File: config.mk
export PLATFORM = sky130hd
export DESIGN_NAME = writeback_stage
export DESIGN_NICKNAME = d
export VERILOG_FILES = /design/src/rtl/writeback_stage.sv
export SDC_FILE = /design/constraint.sdc
export NUM_CORES = 1
export LEC_CHECK = 0
export CORE_MARGIN = 10
export CORE_UTILIZATION = 45
export CTS_BUF_LIST = sky130_fd_sc_hd__clkbuf_16
export DETAILED_ROUTE_END_ITERATION = 6
export GPL_TIMING_DRIVEN = 1
export PLACE_DENSITY = 0.68
export SYNTH_ARGS = -nofsm -noshare
export SYNTH_HDL_FRONTEND = slang
export SYNTH_SLANG_ARGS = --single-unit
File: constraint.sdc
create_clock -name clk -period 5.1 [get_ports clk]
set_clock_uncertainty 0.15 [all_clocks]
set_input_delay 1.02 -clock clk [delete_from_list [all_inputs] [get_ports clk]]
set_output_delay 1.02 -clock clk [all_outputs]
set_load 0.005 [all_outputs]
File: src/rtl/writeback_stage.sv
// EX/WB pipeline register, 8x8 register file, writeback and RAW forwarding for the 4-stage 8-bit pipeline.
// Optional build macro WB_READ_BYPASS_EN: decode read returns the WB write data when it targets the read address.
module writeback_stage #(
  parameter int DATA_W = 8,
  parameter int ADDR_W = 3,
  parameter int NREGS  = 8
) (
  input  logic              clk,
  input  logic              rst_n,
  input  logic [DATA_W-1:0] ex_alu_out,
  input  logic [ADDR_W-1:0] ex_rd,
  input  logic              ex_reg_write,
  input  logic              ex_valid,
  input  logic              flush,
  input  logic [ADDR_W-1:0] ex_src_reg,
  input  logic [ADDR_W-1:0] id_rd_addr,
  output logic [DATA_W-1:0] id_rd_data,
  output logic [ADDR_W-1:0] wb_rd,
  output logic              wb_reg_write,
  output logic [DATA_W-1:0] wb_data,
  output logic              fwd_ctrl,
  output logic [15:0]       commit_count
);

  logic              wb_valid_q, wb_valid_d;
  logic              wb_we_raw_q, wb_we_raw_d;
  logic [ADDR_W-1:0] wb_rd_q, wb_rd_d;
  logic [DATA_W-1:0] wb_data_q, wb_data_d;
  logic [15:0]       commit_count_q, commit_count_d;
  logic [DATA_W-1:0] regs_q [NREGS];
  logic [DATA_W-1:0] regs_d [NREGS];
  logic              wb_reg_write_s;

  assign wb_reg_write_s = wb_valid_q & wb_we_raw_q;

  // EX/WB capture: the stage never stalls, flush turns the entry into a bubble
  always_comb begin
    wb_valid_d  = ex_valid & ~flush;
    wb_we_raw_d = ex_reg_write;
    wb_rd_d     = ex_rd;
    wb_data_d   = ex_alu_out;
  end

  // Register file and commit counter next-state
  always_comb begin
    regs_d         = regs_q;
    commit_count_d = commit_count_q;
    if (wb_reg_write_s) begin
      regs_d[wb_rd_q] = wb_data_q;
      commit_count_d  = commit_count_q + 16'd1;
    end else begin
      regs_d         = regs_q;
      commit_count_d = commit_count_q;
    end
  end

  // State registers; reset discards any in-flight write
  always_ff @(posedge clk or negedge rst_n) begin
    if (!rst_n) begin
      wb_valid_q     <= 1'b0;
      wb_we_raw_q    <= 1'b0;
      wb_rd_q        <= {ADDR_W{1'b0}};
      wb_data_q      <= {DATA_W{1'b0}};
      commit_count_q <= 16'd0;
      for (int i = 0; i < NREGS; i++) begin
        regs_q[i] <= {DATA_W{1'b0}};
      end
    end else begin
      wb_valid_q     <= wb_valid_d;
      wb_we_raw_q    <= wb_we_raw_d;
      wb_rd_q        <= wb_rd_d;
      wb_data_q      <= wb_data_d;
      commit_count_q <= commit_count_d;
      for (int i = 0; i < NREGS; i++) begin
        regs_q[i] <= regs_d[i];
      end
    end
  end

  // Decode read port
  always_comb begin
`ifdef WB_READ_BYPASS_EN
    if (wb_reg_write_s && (wb_rd_q == id_rd_addr)) begin
      id_rd_data = wb_data_q;
    end else begin
      id_rd_data = regs_q[id_rd_addr];
    end
`else
    id_rd_data = regs_q[id_rd_addr];
`endif
  end

  // Forward select for the EX operand mux
  always_comb begin
    if (wb_reg_write_s && (wb_rd_q == ex_src_reg)) begin
      fwd_ctrl = 1'b1;
    end else begin
      fwd_ctrl = 1'b0;
    end
  end

  assign wb_rd        = wb_rd_q;
  assign wb_reg_write = wb_reg_write_s;
  assign wb_data      = wb_data_q;
  assign commit_count = commit_count_q;

endmodule

# Word level (Yosys, flattened, before mapping)

Index checks and enable logic that the tools add are counted.

Add/subtract/negate cells: 1
Multiply operators: 0
Divide/modulo/power cells: 0
Magnitude comparators: 3
Eq/ne operators: 1
Shift-type cells: 0
Mux-type cells: 7
Bitwise logic cells: 5
Reductions and logical operators: 2

Operator list:

| cell                                                                 | count |
|---|---|
| 64-bit bitwise mux                                                   | 1 |
| 8-bit binary-select mux with 3-bit select                            | 1 |
| 8-bit demux with 3-bit select                                        | 1 |
| 8-bit two-way mux                                                    | 3 |
| 16-bit by 1-bit adder with 16-bit output, second input constant      | 1 |
| 4-bit greater-or-equal comparator, second input constant             | 2 |
| 3-bit NOT with 4-bit output                                          | 2 |
| 4-bit by 1-bit < comparator with 1-bit output, second input constant | 1 |
| 3-bit == test                                                        | 1 |
| 1-bit AND                                                            | 2 |
| 1-bit logical AND                                                    | 2 |
| 1-bit two-way mux                                                    | 1 |
| 1-bit NOT                                                            | 1 |

Flip-flop bits (word level): 93
Bits in latches: 0
RAM bits: 0
ROM bits: 0
Bits of input ports: 22
Output and inout port bits: 37
Logic and storage cells: 32
Memories: 0

# Logic depth before layout (Yosys ltp)

Gate-level depths: netlist (run 1).

Depth after elaboration: 6
Gate-level depth with buffers: 5
Mapped depth without buffers: 4

# Worst setup path after synthesis (run 1)

No wires, ideal clock.

Path kind: input -> output
Start point: input id_rd_addr[0]
End point: output id_rd_data[0]
Arrival time: 2.190 ns
Required time: 3.930 ns
Slack: 1.740 ns
Cell stages on the path: 4
Buffers on the path: 2
Cells stage by stage: buf_2 -> buf_6 -> mux4_2 -> mux2_2

Word-level cells in the longest chain between the ends: 4

Ends and longest elaborated chain:

| item                                                  | line | text |
|---|---|---|
| from (decl)                                           | 16   | `input logic [ADDR_W-1:0] id_rd_addr,` |
| 3-bit NOT with 4-bit output (implied by the code)     | 89   | `id_rd_data = regs_q[id_rd_addr];` |
| 8-bit binary-select mux with 3-bit select             | 89   |  |
| 8-bit two-way mux (implied by the code) (2 in series) | 89   |  |
| to (decl)                                             | 17   | `output logic [DATA_W-1:0] id_rd_data,` |

Every way passes these cells. The select of a mux whose other input is x is not followed.

# Worst setup path in the final report (run 1)

Start point: input id_rd_addr[0]
End point: output id_rd_data[4]

Same word-level chain as after synthesis.

==> results.cfg, run 1 <==
[finish]
finish.utilization_pct = 57.2
instances_no_fill = 423
drive_above_1_share_pct = 27.6
nNetsFinal = 333
fill_cells = 713
antenna_cells = 0
stdcell_area_um2 = 4990
syn_to_final_growth_pct = 24.0

[die]
die_area_um2 = 13100
die_w_um = 115
core-area_um2 = 8720
boundaryPins = 59
initial_utilization_pct = 46.1
num_rows = 34
die_y_um = 115

[cts]
clock_path_buffers = 2
clock-sinks = 93
htreeDepth = 3
tritoncts = yes
clkLatencyLatePin_ns = 0.33
cts_made_buffers = 9
cts_resized = 0
clk_pin_slew_ns = 0.06
clk_root_buffer_cell = clkbuf_16
holdBufCountCts = 0
cts_setup_buffers = 0

[yosys]
ys_ff_latch = 93
yosys-top-cells-area = dfrtp_1, mux2_2, mux4_2
synth-async-reset-ratio_pct = 100
synth-edff-count = 0
synth_cells = 246
ys_types = 29
yosysTopAreaCellShare_pct = 57.8
synth-main-ff-cell = dfrtp_1
avgSynthCellArea_um2 = 16.4
synth.most_common_cell = dfrtp_1
synth_top_area_cell = dfrtp_1
ys_warn_count = 0
synth-seq-area-share_pct = 57.8
syn_nets = 269
yosys-top-cells-count = dfrtp_1, mux2_2, mux2_1, mux4_2, xnor2_1
netlist_area_um2 = 4020

[setup_path]
endpoint_kind = output pin
required_ns = 3.93
critPathLaunchType = input pin
path_class = in2out
crit_arrival_ns = 3.08
crit_path_max_fanout = 16

[power_and_ir_drop]
p_leak_nw = 2.21
p_int_mw = 1.45
p_total_mw = 1.90
p_switching_uw = 444
power_frac_seq_pct = 49.6
p_per_area_nw_per_um2 = 380
ir_drop_mv = 0.191
clock_power_share_pct = 33.6
switching_share_pct = 23.4
combPwrFrac_pct = 16.8

[grt]
grt_use_total_pct = 12.9
antenna_found_initial = 0
grt-ovfl-total = 0
grt_max_degree = 69
grt_pass1_vias = 2469
grt_pass1_wl_mm = 13.2

[placed_design]
dp.cells = 407
placed_area_um2 = 4710
place.gp.congestion = 0.725
dpl.hpwl_mm = 5.13
port_buffers = 58
post-place-ws_ns = 0.831

[detailed_routing]
wire_per_inst_um = 18.5
drt_iter0_drc = 39
via_count = 2232
dr.pass1.iters = 4
via_per_inst = 5.28
drc = 0
antenna_left = 0
drt_wl_total_mm = 7.82

[timing]
tns_ns = 0
post-route-period-util_pct = 83.4
worst_slack_ns = 0.849
max-slew-margin-rel_pct = 45.4
finalWorstPathRequiredPeriod_ns = 4.25
rsz0062_at_grt = no
worst_slew_pin_slew_ns = 0.819
finalHoldViolCount = 0
fmax_ghz = 0.235
setup_viol = 0
drv_slew = 0
worst_hold_slack_ns = 0.331

[run_status]
status = complete, no violations

[hold_path]
worstHoldPathType = reg2reg

[job]
max_cap_viol_count = 0
-- worst paths after layout --
kind                                     from       endpoint  slack, ns  depth (start not counted)
worst max-delay path            id_rd_addr[0]  id_rd_data[4]       0.85                          5
worst min-delay path               regs_q[15]     regs_q[15]       0.33                          1
worst max register to register       wb_rd[0]     regs_q[23]       3.07                          3
worst min register to register     regs_q[15]     regs_q[15]       0.33                          1
max in group asynchronous               rst_n     regs_q[55]       3.29                          2
min in group asynchronous               rst_n     regs_q[57]       0.63                          1
-- power groups by stage --
stage	clock network [mW]	logic (mW)	registers [mW]
floorplan	0	0.192	0.930
global placement	0	0.319	0.951
detailed placement	0	0.326	0.953
CTS	0.653	0.329	0.941
global route	0.685	0.355	0.960
finish	0.638	0.320	0.941
-- registers in the layout, summed over array words and instances, names as in the netlist --
signal,cells
regs_q,64
commit_count,16
wb_data,8
wb_rd,3
wb_valid_q,1
wb_we_raw_q,1
-- critical path: stages --
cell and delay (ns):
clkdlybuf4s50_1 0.45, buf_4 0.31, mux4_2 0.54, mux2_2 0.28
clkdlybuf4s50_1 0.48
-- cell usage in the layout (no fill, tap or decap), types with 2 or more instances in the layout --
| cell | n |
|---|---|
| mux2_2 | 36 |
| nand3_1 | 6 |
| mux2_4 | 8 |
| xor2_1 | 5 |
| and3_1 | 2 |
| clkinv_1 | 3 |
| nand2b_1 | 2 |
| clkdlybuf4s50_1 | 57 |
| xnor2_1 | 13 |
| nand2_1 | 6 |
| nor3_4 | 3 |
| clkinv_2 | 3 |
| dfrtp_1 | 93 |
| mux4_2 | 16 |
| clkbuf_16 | 9 |
| nor2_2 | 3 |
| nand4_1 | 3 |
| mux2_1 | 29 |
| and4_1 | 3 |
| buf_4 | 4 |
-- layout make-up --
class	count	area [um2]	area share, %
clock buffer	9	225	4.51
inverter	1	3.75	0.0752
timing repair buffer	61	601	12.0
multi-input combinational	144	1640	32.9
tap	108	135	2.71
sequential	93	2330	46.7
clock inverter	7	56.3	1.13
-- kinds of logic (layout without fill, tap and decap cells) --
group / after synthesis / count (layout) / synth area share, %
xor gates and xnor gates: 18 / 18 / 3.92
muxes: 89 / 89 / 30.1
buffers and inverters: 9 / 78 / 1.40
adders and majority gates: 1 / 1 / 0.311
and+or+nand+nor: 36 / 36 / 6.41
DFF: 93 / 93 / 57.8
-- metal layers --
layer	wire, um	vias to the layer above	GRT usage (%)
li1	-	1029	-
met1	3590	1145	16.9
met2	3650	48	19.0
met3	448	10	4.40
met4	132	0	5.76
met5	0	-	0
No activity file was read; power rests on OpenSTA's default activity.
==> run 2, diff against run 1 <==
Clock period 5.1 ns to 4.2 ns, I/O delays scaled along.
==> run 2 against run 1 <==
Wire length rose by 2.8%. Critical path depth is the same. Via count grew 0.27%. Design area is 0.33% higher. Core utilization up 0.19 points. Combinational power is 22% higher. Flip-flop and latch count unchanged. Global-route usage is 0.11 points higher. Critical endpoint unchanged. Die area is the same. Non-clock buffer count is 1 higher. First-iteration DRC count grew 77%. Setup slack got worse by 0.44 ns.
==> results.cfg, run 2 (same netlist as run 1, synthesis figures left out) <==
[power_and_ir_drop]
power_frac_seq_pct = 50.0
p_switching_uw = 566
ir_drop_mv = 0.296
combPwrFrac_pct = 17.1
p_int_mw = 1.72
clock_power_share_pct = 32.8
switching_share_pct = 24.8
p_per_area_nw_per_um2 = 457
p_leak_nw = 2.22

[die]
die_w_um = 115
boundaryPins = 59
die_y_um = 115
num_rows = 34
die_area_um2 = 13100
initial_utilization_pct = 46.1
core-area_um2 = 8720

[timing]
max-slew-margin-rel_pct = 59.0
drv_slew = 0
setup_viol = 0
rsz0062_at_grt = no
finalHoldViolCount = 0
fmax_ghz = 0.264
worst_slew_pin_slew_ns = 0.614
finalWorstPathRequiredPeriod_ns = 3.79
tns_ns = 0
post-route-period-util_pct = 90.3
worst_hold_slack_ns = 0.336

[finish]
drive_above_1_share_pct = 28.5
finish.utilization_pct = 57.4
regMostFlops = regs_q
nNetsFinal = 334
stdcell_area_um2 = 5000
antenna_cells = 0
fill_cells = 695
final_common_cell = dfrtp_1
syn_to_final_growth_pct = 24.4
final_cell_mix = dfrtp_1, clkdlybuf4s50_1, mux2_2
largest_reg_flops = 64

[run_status]
status = complete, no violations

[setup_path]
critPathLaunchType = input pin
crit_arrival_ns = 2.80
endpoint_kind = output pin
r2r_slack_ns = 2.16
crit_path_max_fanout = 16
path_class = in2out
required_ns = 3.21

[grt]
grt_pass1_wl_mm = 13.5
grt-ovfl-total = 0
grt_max_degree = 48
antenna_found_initial = 0
grt_pass1_vias = 2508
grt_use_total_pct = 13.1

[cts]
clk_root_buffer_cell = clkbuf_16
clkLatencyLatePin_ns = 0.33
holdBufCountCts = 0
cts_resized = 0
cts_made_buffers = 9
tritoncts = yes
clk_pin_slew_ns = 0.07
clock_path_buffers = 2
clock-sinks = 93
cts_setup_buffers = 0
htreeDepth = 3

[detailed_routing]
drt_wl_total_mm = 8.04
antenna_left = 0
via_count = 2238
drc = 0
wire_per_inst_um = 19.0
drt_iter0_drc = 69
dr.pass1.iters = 4
via_per_inst = 5.28

[hold_path]
worstHoldPathType = reg2reg

[placed_design]
place.gp.congestion = 0.738
dpl.hpwl_mm = 5.22
placed_area_um2 = 4730
port_buffers = 58

[job]
max_cap_viol_count = 0
## run 2: final timing paths
kind | from | endpoint | cells past startpoint
setup / recovery | id_rd_addr[0] | id_rd_data[4] | 5
hold / removal | regs_q[12] | regs_q[12] | 1
setup reg to reg | wb_rd[0] | regs_q[54] | 3
hold reg to reg | regs_q[12] | regs_q[12] | 1
max in group asynchronous | rst_n | regs_q[47] | 2
min in group asynchronous | rst_n | regs_q[25] | 1
## run 2: metrics by stage
stage                     setup WS, ns  cells  power (mW)
after floorplan                   1.20    246        1.36
after global placement           0.397    408        1.54
after detailed placement         0.392    408        1.56
after CTS                        0.385    424        2.31
after global routing             0.347    424        2.40
final                            0.408    424        2.28
## run 2: per-layer routing
layer / up-vias / global-route usage [%] / part of all wire (%)
met3: 2 / 5.45 / 6.9
met2: 46 / 19.8 / 47
li1: 1033 / - / -
met4: 0 / 3.01 / 0.37
met5: - / 0 / 0
met1: 1157 / 17.0 / 46
## run 2: area by class of cell
type | instances | area (um2) | share of cell area [%]
multi-input cells | 144 | 1640 | 32.8
repair buffers | 62 | 621 | 12.4
clock inverters | 7 | 52.6 | 1.05
well taps | 108 | 135 | 2.70
clock buffers | 9 | 225 | 4.50
flip-flops and latches | 93 | 2330 | 46.5
inverters | 1 | 3.75 | 0.0750
## run 2: critical path: stages
cell and delay (ns):
clkdlybuf4s50_1 0.50, buf_12 0.19, mux4_2 0.51, mux2_2 0.27, clkdlybuf4s50_1 0.48
## run 2: power by group through the flow
stage | registers [mW] | clock network, mW | logic [mW]
floorplan | 1.13 | 0 | 0.233
global route | 1.17 | 0.801 | 0.432
detailed placement | 1.16 | 0 | 0.399
CTS | 1.14 | 0.769 | 0.402
global placement | 1.15 | 0 | 0.390
finish | 1.14 | 0.750 | 0.391
==> run 3, diff against run 2 <==
Settings changed: RECOVER_POWER set to 100, SLEW_MARGIN set to 20.
==> run 3 against run 2 <==
The flow now finishes with violations (max-capacitance violations, max-slew violations). Core utilization fell by 1.3 points. Register-to-register slack worse by 0.58 ns. Clock power about the same. Critical path depth did not move. Non-clock buffer count unchanged. Fmax shrank 3.6%. Total power fell by 1.4%. Via count up 0.54%. Critical path type unchanged.
==> results.cfg, run 3 (same netlist as run 1, synthesis figures left out) <==
[setup_path]
critPathLaunchType = input pin
endpoint_kind = output pin
critPathSlowestCell = mux4_2
max_stage_delay_ns = 0.54
crit_arrival_ns = 2.94
rr_endpoint = regs_q[14]
ff2ff_path_depth = 3
critPathMostFrequentCell = clkdlybuf4s50_1
required_ns = 3.21
r2r_slack_ns = 1.58
r2r-start = wb_valid_q
crit_chain = clkdlybuf4s50_1 -> clkbuf_4 -> mux4_2 -> mux2_2 -> clkdlybuf4s50_1
crit_path_max_fanout = 16
path_class = in2out
critPathBufInv = 3
critPathTopFamily = buffers and inverters

[hold_path]
holdPathEnd = commit_count[15]
min_from = commit_count[15]
worstHoldPathType = reg2reg
min_delay_path_depth = 1

[placed_design]
dpl.hpwl_mm = 5.22
port_buffers = 58
place.gp.congestion = 0.738

[grt]
grt-ovfl-total = 0
grt_max_degree = 48
grt_pass1_wl_mm = 13.5
grt_use_total_pct = 13.1
antenna_found_initial = 0
grt_pass1_vias = 2508

[die]
boundaryPins = 59
die_w_um = 115
core-area_um2 = 8720
die_y_um = 115
num_rows = 34
initial_utilization_pct = 46.1
die_area_um2 = 13100

[job]
max_cap_viol_count = 3

[timing]
rsz0062_at_grt = no
fmax_ghz = 0.254
setup_viol = 0
finalHoldViolCount = 0
max-slew-margin-rel_pct = -62.7
worst_slew_pin_slew_ns = 2.44
worst_hold_slack_ns = 0.325
finalWorstPathRequiredPeriod_ns = 3.93
post-route-period-util_pct = 93.7
tns_ns = 0
drv_slew = 66

[finish]
final_cell_mix = dfrtp_1, dlygate4sd3_1, mux2_2, mux2_1, mux4_2
antenna_cells = 0
syn_to_final_growth_pct = 21.6
drive_above_1_share_pct = 22.8
final_common_cell = dfrtp_1
nNetsFinal = 334
regMostFlops = regs_q
largest_reg_flops = 64

[cts]
htreeDepth = 3
cts_setup_buffers = 0
clk_root_buffer_cell = clkbuf_16
cts_made_buffers = 9
clkLatencyLatePin_ns = 0.34
clock-sinks = 93
cts_resized = 0
clk_pin_slew_ns = 0.07
holdBufCountCts = 0
clock_path_buffers = 2
tritoncts = yes

[detailed_routing]
drt_wl_total_mm = 7.98
drc = 0
wire_per_inst_um = 18.8
dr.pass1.iters = 4
via_per_inst = 5.31
via_count = 2250
drt_iter0_drc = 70
antenna_left = 0

[run_status]
status = finished, violations left
violations = max-capacitance violations, max-slew violations

[power_and_ir_drop]
p_leak_nw = 2.21
ir_drop_mv = 0.291
p_total_mw = 2.25
p_per_area_nw_per_um2 = 460
-- run 3: cell types whose count changed in the layout (fill, tap and decap cells not counted), moves of 2 or more --
cell,before,now
clkdlybuf4s50_1,57,15
dlygate4sd3_1,0,42
mux2_1,29,36
mux2_4,8,1
nor3_1,0,4
buf_4,4,1
nor2_1,0,3
nor2_2,3,0
nor3_4,3,0
clkbuf_2,0,2
-- run 3: metrics by stage --
step | cells | setup WS (ns) | cell area, um2 | utilization (%)
floorplan | 246 | 1.20 | 4020 | -
global placement | 408 | 0.397 | 4730 | 54.2
detailed placement | 408 | 0.392 | 4730 | 54.2
CTS | 424 | 0.385 | 5000 | 57.4
global route | 424 | 0.175 | 4890 | 56.1
finish | 424 | 0.265 | 4890 | 56.1
-- run 3: layout make-up --
| type | count | area, um2 |
|---|---|---|
| clock buffer | 9 | 225 |
| clock inverter | 7 | 52.6 |
| inverter | 1 | 3.75 |
| fill | 717 | 3830 |
| timing repair buffer | 62 | 599 |
| sequential | 93 | 2330 |
| multi-input combinational | 144 | 1550 |
| tap | 108 | 135 |
-- run 3: how the worst max path moves through the flow --
| stage | start | to | slack [ns] | cells past startpoint |
|---|---|---|---|---|
| floorplan | id_rd_addr[0] | id_rd_data[0] | 1.20 | 4 |
| global placement | id_rd_addr[0] | id_rd_data[4] | 0.40 | 5 |
| detailed placement | id_rd_addr[0] | id_rd_data[4] | 0.39 | 5 |
| CTS | id_rd_addr[0] | id_rd_data[4] | 0.39 | 5 |
| global route | id_rd_addr[0] | id_rd_data[4] | 0.18 | 5 |
| finish | id_rd_addr[0] | id_rd_data[4] | 0.27 | 5 |
-- run 3: layer usage --
metal	vias to the layer above	routed length, um	track usage (%)	share of wire (%)
met2	49	3730	19.8	47
met3	4	561	5.45	7.0
met4	0	42	3.01	0.53
li1	1031	-	-	-
met1	1166	3640	17.0	46
met5	-	0	0	0
-- run 3: power by group --
part	internal [mW]	total [mW]	switching, mW
combinational	0.247	0.362	0.116
clock	0.404	0.751	0.347
sequential	1.04	1.14	0.0967
